### config.mk
export PLATFORM = sky130hd
export DESIGN_NAME = pipeline_drain_buffer
export DESIGN_NICKNAME = d
export VERILOG_FILES = /design/src/rtl/pipeline_drain_buffer.sv
export SDC_FILE = /design/constraint.sdc
export NUM_CORES = 1
export LEC_CHECK = 0
export CAP_MARGIN = 20
export CORE_MARGIN = 2
export CORE_UTILIZATION = 47
export DETAILED_ROUTE_END_ITERATION = 16
export GPL_ROUTABILITY_DRIVEN = 0
export PLACE_DENSITY = 0.76
export SYNTH_ARGS = -nofsm -noshare
export SYNTH_HDL_FRONTEND = slang
export SYNTH_SLANG_ARGS = --single-unit
### constraint.sdc
create_clock -name clk -period 2.8 [get_ports clk]
set_input_delay 0.84 -clock clk [delete_from_list [all_inputs] [get_ports clk]]
set_output_delay 0.84 -clock clk [all_outputs]
set_load 0.1 [all_outputs]
### src/rtl/pipeline_drain_buffer.sv
// pipeline_drain_buffer
// First-word-fall-through FIFO that absorbs results from a fixed-latency MAC
// pipeline. The returned clock enable freezes the pipeline whenever a new
// result could not be stored. Pops are counted, and a result presented
// against a full, non-draining FIFO raises a sticky error flag.
module pipeline_drain_buffer #(
    parameter int DW    = 32,
    parameter int DEPTH = 4
) (
    input  logic                         clk,
    input  logic                         aclr,
    input  logic                         clr,
    input  logic                         res_valid,
    input  logic [DW-1:0]                res_data,
    output logic                         pipe_en,
    output logic                         out_valid,
    output logic [DW-1:0]                out_data,
    input  logic                         out_ready,
    output logic [$clog2(DEPTH+1)-1:0]   level,
    output logic [15:0]                  result_count,
    output logic                         ovf_err
);

    localparam int AW = $clog2(DEPTH);
    localparam int LW = $clog2(DEPTH + 1);
    localparam logic [LW-1:0] FULL_LEVEL = LW'(DEPTH);

    logic [DW-1:0] mem [DEPTH];
    logic [AW-1:0] wr_ptr;
    logic [AW-1:0] rd_ptr;
    logic          full;
    logic          push;
    logic          pop;

    // A word leaving the FIFO frees a slot in the same cycle, so a full FIFO
    // that is being drained can still let the pipeline advance. A flush always
    // freezes the pipeline. While in reset the pipeline is allowed to run.
    assign full      = (level == FULL_LEVEL);
    assign out_valid = (level != '0);
    assign pop       = out_valid & out_ready;
    assign pipe_en   = aclr | (~clr & (~full | pop));
    assign push      = res_valid & pipe_en;
    assign out_data  = mem[rd_ptr];

    // Storage is left without reset; only the pointers and level define what is valid.
    always_ff @(posedge clk) begin
        if (push) begin
            mem[wr_ptr] <= res_data;
        end
    end

    // Pointer, occupancy, pop counter and sticky overflow flag bookkeeping.
    always_ff @(posedge clk or posedge aclr) begin
        if (aclr) begin
            wr_ptr       <= '0;
            rd_ptr       <= '0;
            level        <= '0;
            result_count <= '0;
            ovf_err      <= 1'b0;
        end else if (clr) begin
            wr_ptr       <= '0;
            rd_ptr       <= '0;
            level        <= '0;
            result_count <= '0;
            ovf_err      <= 1'b0;
        end else begin
            if (push) begin
                wr_ptr <= wr_ptr + 1'b1;
            end
            if (pop) begin
                rd_ptr       <= rd_ptr + 1'b1;
                result_count <= result_count + 16'd1;
            end
            case ({push, pop})
                2'b10:   level <= level + 1'b1;
                2'b01:   level <= level - 1'b1;
                default: level <= level;
            endcase
            if (res_valid && full && !pop) begin
                ovf_err <= 1'b1;
            end
        end
    end

endmodule

==> flow_summary.yaml <==
global_routing:
  gr-total-overflow: 0
  grt_pass1_wl_um: 17500
  antenna_found_initial: 0
  grt_util_all_layers_pct: 17.8
  grt_pass1_vias: 3362
  grt_start_max_net_pins: 33
placement:
  dpl.hpwl_um: 6970
  port_buffers: 90
setup_path:
  path_buf_inv: 2
  worstSetupStartpoint: "rd_ptr[0]$_DFFE_PP0P_"
  crit_path_max_incr_delay_ns: 0.59
  critPathKind: "flop to primary output"
  cp_data_arrival_time_ns: 1.85
  cp_top_family: "multiplexers"
  cp-start-kind: "flop"
  path_cells: "buf_4 -> mux4_2 -> buf_12"
  crit_path_end_kind: "primary output"
  slowest_stage: "mux4_2"
  critPathMaxFanout: 12
  worstPathRequired_ns: 1.96
  r2r-start: "level[0]$_DFFE_PP0P_"
power_and_ir_drop:
  leakage_uw: 0.00284
  power_uw: 7460
  irDropWorstVdd_mv: 0.881
  p_per_area_nw_per_um2: 927
clock_network:
  numCtsBuffers: 17
  cts_root_buf: "clkbuf_16"
  clkTransAtPathRegs_ns: 0.06
  numClockSinks: 152
  cts_tree: "yes"
  clk_latency_ns: 0.41
  ctsHtreeMaxLevel: 4
  cts_buffer_depth: 2
routing:
  num_vias: 3161
  vias_per_cell: 5.21
  wirelength_um: 11100
  drtAntennaViolNets: 0
  avgRoutedWirePerCell_um: 18.3
  post-route-drc-count: 0
  firstDrtPassIters: 4
  drtIter0Drc: 205
run:
  maxCapViolCount: 0
floorplan:
  fp.dieH_um: 117
  start_util_pct: 47.9
  die_x_um: 117
  io-pin-count: 91
  core-area_um2: 12500
  std_cell_rows: 41
  die-area_um2: 13700
synthesis:
  synth_cell_types: 35
  synthCells: 310
  yosys-top-cells-count: "edfxtp_1, mux4_2, nor2_1, dfrtp_1, xnor2_1"
  yosysTopAreaCell: "edfxtp_1"
  synth_fp_nets: 353
  avgSynthCellArea_um2: 19.3
  ys.flop_type: "edfxtp_1"
  synth_async_sr_flop_share_pct: 15.8
  ys_seq_elements: 152
  synth.most_common_cell: "edfxtp_1"
  syn_area_um2: 5990
  synth_top_area_share_pct: 64.2
  yosysWarningCount: 0
  yosys-top-cells-area: "edfxtp_1, mux4_2, dfrtp_1"
  synth_edf_count: 128
  ys_seq_area_share_pct: 74.2
run_status:
  status: "completed"
timing:
  skew_ns: 0.00630
  tns_ns: 0
  slew_headroom_pct: 48.6
  setup_violations: 0
  rsz0062_at_grt: "false"
  period_needed_ns: 2.69
  drv_slew: 0
  whs_ns: 0.505
  fmax_mhz: 372
  hold_violations: 0
  fin_crit_sh_pct: 96.1
  worst_pin_slew_ns: 0.759
finish:
  fillers: 897
  drive_gt1_share_pct: 32.9
  fin_nets: 467
  syn2layout_area_growth_pct: 34.3
  multi_input_area_um2: 1480
  diodes: 0
  seqCellArea_um2: 4450
  fin_util_pct: 64.3
hold_path:
  worstHoldPathType: "flop to flop"
  worstHoldStart: "ovf_err$_DFFE_PP0P_"
-- cell families after synthesis --
group           synth area share [%]
flops                           74.2
fa+ha+maj                       1.38
simple gates                    6.01
mux                             13.3
xor+xnor                        2.17
buf+inv                         1.34
compound gates                  1.57
-- metrics by stage --
stage               cells  cell area (um^2)  worst slack, ns
CTS                   607              8050           0.0612
detailed placement    576              7540           -0.150
global route          607              8050           0.0259
global placement      576              7540           -0.141
finish                607              8050            0.110
floorplan             310              6000           0.0119
-- worst register-to-register path: cells and delay by family (launching register included) --
kind                       cells  cell delay (ns)
DFF                            1             0.58
muxes                          2             0.51
buffers and inverters          1             0.16
AOI/OAI and AO/OA              1             0.14
and+or+nand+nor                3             0.31
adders and majority gates      1             0.38
-- where the power goes --
group	switching [uW]	internal (uW)	leakage, uW
combinational	1790	993	0.00110
sequential	84.0	2620	0.00150
clock	774	1190	0.000245
total	2650	4810	0.00284
-- flip-flops by register name (all words and copies together) (netlist names) --
signal / flops
level: 3
ovf_err: 1
rd_ptr: 2
result_count: 16
mem: 128
wr_ptr: 2
-- layout make-up --
type,instances,share of cell area [%]
flip-flops and latches,152,55.3
multi-input cells,139,18.4
repair buffers,108,17.1
clock buffers,23,5.57
well taps,172,2.67
clock inverters,7,0.684
inverters,6,0.280
-- layout by cell type (no fill, tap or decap), types with 4 or more instances in the layout --
master / instances
nor2_1: 26
nor3_1: 5
inv_1: 6
nand2_1: 10
clkbuf_16: 17
a21oi_1: 5
clkbuf_1: 6
nand3_1: 4
nand2b_1: 4
buf_12: 38
edfxtp_1: 128
mux4_2: 32
nor2b_1: 4
ha_1: 5
clkinv_1: 4
clkdlybuf4s50_1: 35
and2_2: 4
buf_4: 34
xnor2_1: 11
dfrtp_1: 22
-- timing repair --
| item | in CTS | in global routing |
|---|---|---|
| gates resized for setup | 1 | 0 |
| hold buffers | 0 | 0 |
| setup endpoints to repair | 1 | 0 |
| buffers inserted | 1 | 0 |
-- routing by layer --
metal / wire (um) / GRT usage, %
met2: 5620 / 28.7
met1: 4760 / 22.7
met4: 94 / 6.98
met5: 0 / 0
met3: 614 / 5.61
-- path summary, 6_finish.rpt --
check                                               endpoint  cells past startpoint  slack, ns
max in group asynchronous              rd_ptr[0]$_DFFE_PP0P_                      3       1.62
min in group asynchronous       result_count[15]$_DFFE_PP0P_                      3       0.91
worst max register to register          level[2]$_DFFE_PP0P_                      8       0.61
worst max-delay path                            out_data[24]                      3       0.11
worst min register to register           ovf_err$_DFFE_PP0P_                      2       0.50
worst min-delay path                     ovf_err$_DFFE_PP0P_                      2       0.50
Power figures use the tool's default switching activity.
==> variant 1, RTL diff (same flow settings) <==
`DEPTH`: 4 -> 8.
--- a/src/rtl/pipeline_drain_buffer.sv
+++ b/src/rtl/pipeline_drain_buffer.sv
@@ -6,5 +6,5 @@
 module pipeline_drain_buffer #(
     parameter int DW    = 32,
-    parameter int DEPTH = 4
+    parameter int DEPTH = 8
 ) (
     input  logic                         clk,
Ports: changed (resized level); port bits go from 91 to 92. No check against the original RTL was run, so the function may have changed too.
==> variant 1 against the original RTL <==
- cell area grew 82%
- sequential cell count rose by 131
- area after synthesis grew 86%
- setup slack worse by 480 ps
- highest routed layer unchanged
- largest cell class unchanged
- routed wire length grew 110%
- register-to-register slack lost 510 ps
- power up 94%
- first-iteration DRC count is 89% higher
- combinational power increased by 100%
- global-route usage is 1.4 points higher
- synthesized cell count rose by 72%
- count of clock-buffer cells in the layout grew 8
- the flow now finishes with violations (setup timing)
==> variant 1: results (changes against the original RTL) <==
DR iter-0 viols 388 (was 205); highest net fanout along the worst path 7 (was 12); setup ws final -367 ps (was 110 ps); end point of the critical path out_data[23] (was out_data[24]); Int Pwr 9.63 mW (was 4.81 mW); Slowest Stage Delay on Critical Path 560 ps (was 590 ps); via count 5673 (was 3161); clock skew 7.99 ps (was 6.30 ps); setup slack of the most critical reg-to-reg path 100 ps (was 610 ps); slew of the pin with the lowest slew margin 489 ps (was 759 ps); depth of the most critical reg-to-reg path 10 (was 8); number of buffers added by the clock tree synthesis step 28 (was 17); worst flop-to-flop path endpoint level[3] (was level[2]); violations in the final reports setup timing; quantity of I/O buffers inserted on ports 91 (was 90); post-DP HPWL 13600 um (was 6970 um); clock insertion delay at the later pin of the skew report 530 ps (was 410 ps); leakage power 4.98 nW (was 2.84 nW); proportion of synthesized flip-flops having asynchronous set or reset 9.54% (was 15.8%); drt wl/cell 22.4 um (was 18.3 um); Filler Cells Inserted 1518 (was 897); origin of the critical flop-to-flop path level[1] (was level[0]); H-tree lvl count 1 (was 4); worst IR drop on VDD 0.918 mV (was 0.881 mV); Unique masters post-synth 41 (was 35); most frequent cells after synthesis edfxtp_1 (256), mux4_2 (64), mux2_2 (33) (was edfxtp_1 (128), mux4_2 (32), nor2_1 (26)); Final nets 733 (was 467); gr usage total 19.2% (was 17.8%); cells taking the most area after synthesis edfxtp_1 (69%), mux4_2 (13%), dfrtp_1 (6.1%) (was edfxtp_1 (64%), mux4_2 (12%), dfrtp_1 (10%)); maximum buffer depth of the clock tree 3 (was 2); biggest regs mem (256), result_count (16), level (4) (was mem (128), result_count (16), level (3)); largest net degree at the start of global routing 50 (was 33); EDFF count, synth 256 (was 128); count of final setup violators 33 (was 0); outcome complete, but fails checks (was completed); share of cells above drive strength 1 40.4% (was 32.9%); vias in the first global route 6017 (was 3362)
## variant 1: cell types whose count changed after synthesis, moves of 5 or more
cell / change
mux2_2: +31
o21ai_0: +5
a21oi_1: +9
edfxtp_1: +128
and2_1: -5
xnor2_1: -5
nor2_1: -8
xor2_1: +5
mux4_2: +32
nand2_1: +5
clkbuf_1: +10
## variant 1: cells by family (layout without fill, tap and decap cells)
group	after synthesis	in the layout	synth area share [%]
compound gates	26	26	1.57
xor+xnor	13	13	1.02
fa+ha+maj	6	6	0.742
buf+inv	31	210	1.27
flops	283	283	75.2
mux	102	102	16.8
simple gates	72	72	3.46
## variant 1: critical path, delay by kind of cell, from the launching register on
family	cells	cell delay, ps
buffers and inverters	3	460
flip-flops	1	480
multiplexers	2	870
## variant 1: per-layer routing
metal,GRT usage (%),wire length [um]
met4,4.72,429
met5,0,0
met2,33.0,11900
met1,25.8,9530
met3,3.09,1250
## variant 1: power by group through the flow
stage / Sequential, mW / Clock (mW) / Combinational [mW]
after floorplan: 5.22 / 0 / 3.13
after global placement: 5.00 / 0 / 4.92
after detailed placement: 5.01 / 0 / 4.96
after CTS: 4.88 / 3.97 / 5.73
after global routing: 4.90 / 4.15 / 5.88
final: 4.89 / 3.92 / 5.66
## variant 1: worst min-delay path by stage
| stage | from | endpoint | slack (ps) |
|---|---|---|---|
| 2_1_floorplan | rd_ptr[1] | rd_ptr[1] | 630 |
| 3_3_place_gp | ovf_err | ovf_err | 490 |
| 3_5_place_dp | ovf_err | ovf_err | 510 |
| 4_1_cts | ovf_err | ovf_err | 540 |
| 5_1_grt | ovf_err | ovf_err | 590 |
| 6_report | ovf_err | ovf_err | 530 |
## variant 1: metrics by stage
step | std cells | worst slack [ps] | hold slack [ps] | utilization, % | setup TNS (ps)
after floorplan | 533 | -258 | 632 | - | -12240
after global placement | 957 | -118 | 490 | 56.7 | -3120
after detailed placement | 957 | -241 | 514 | 56.7 | -11040
after CTS | 1031 | -413 | 540 | 62.8 | -11330
after global routing | 1031 | -418 | 592 | 62.8 | -12360
final | 1031 | -367 | 533 | 62.8 | -10520
## variant 1: final cells by class
cell class,instances,area share [%]
flip-flops and latches,283,57.2
inverters,5,0.154
clock inverters,21,1.64
clock buffers,31,5.01
multi-input cells,219,19.5
well taps,319,2.72
repair buffers,153,13.8
## variant 1: timing repair
| item | 4_1_cts | 5_1_grt |
|---|---|---|
| resized for setup | 45 | 2 |
| pin swaps | 3 | 3 |
| cloned | 5 | 1 |
| setup endpoints to repair | 34 | 34 |
| setup buffers | 18 | 1 |
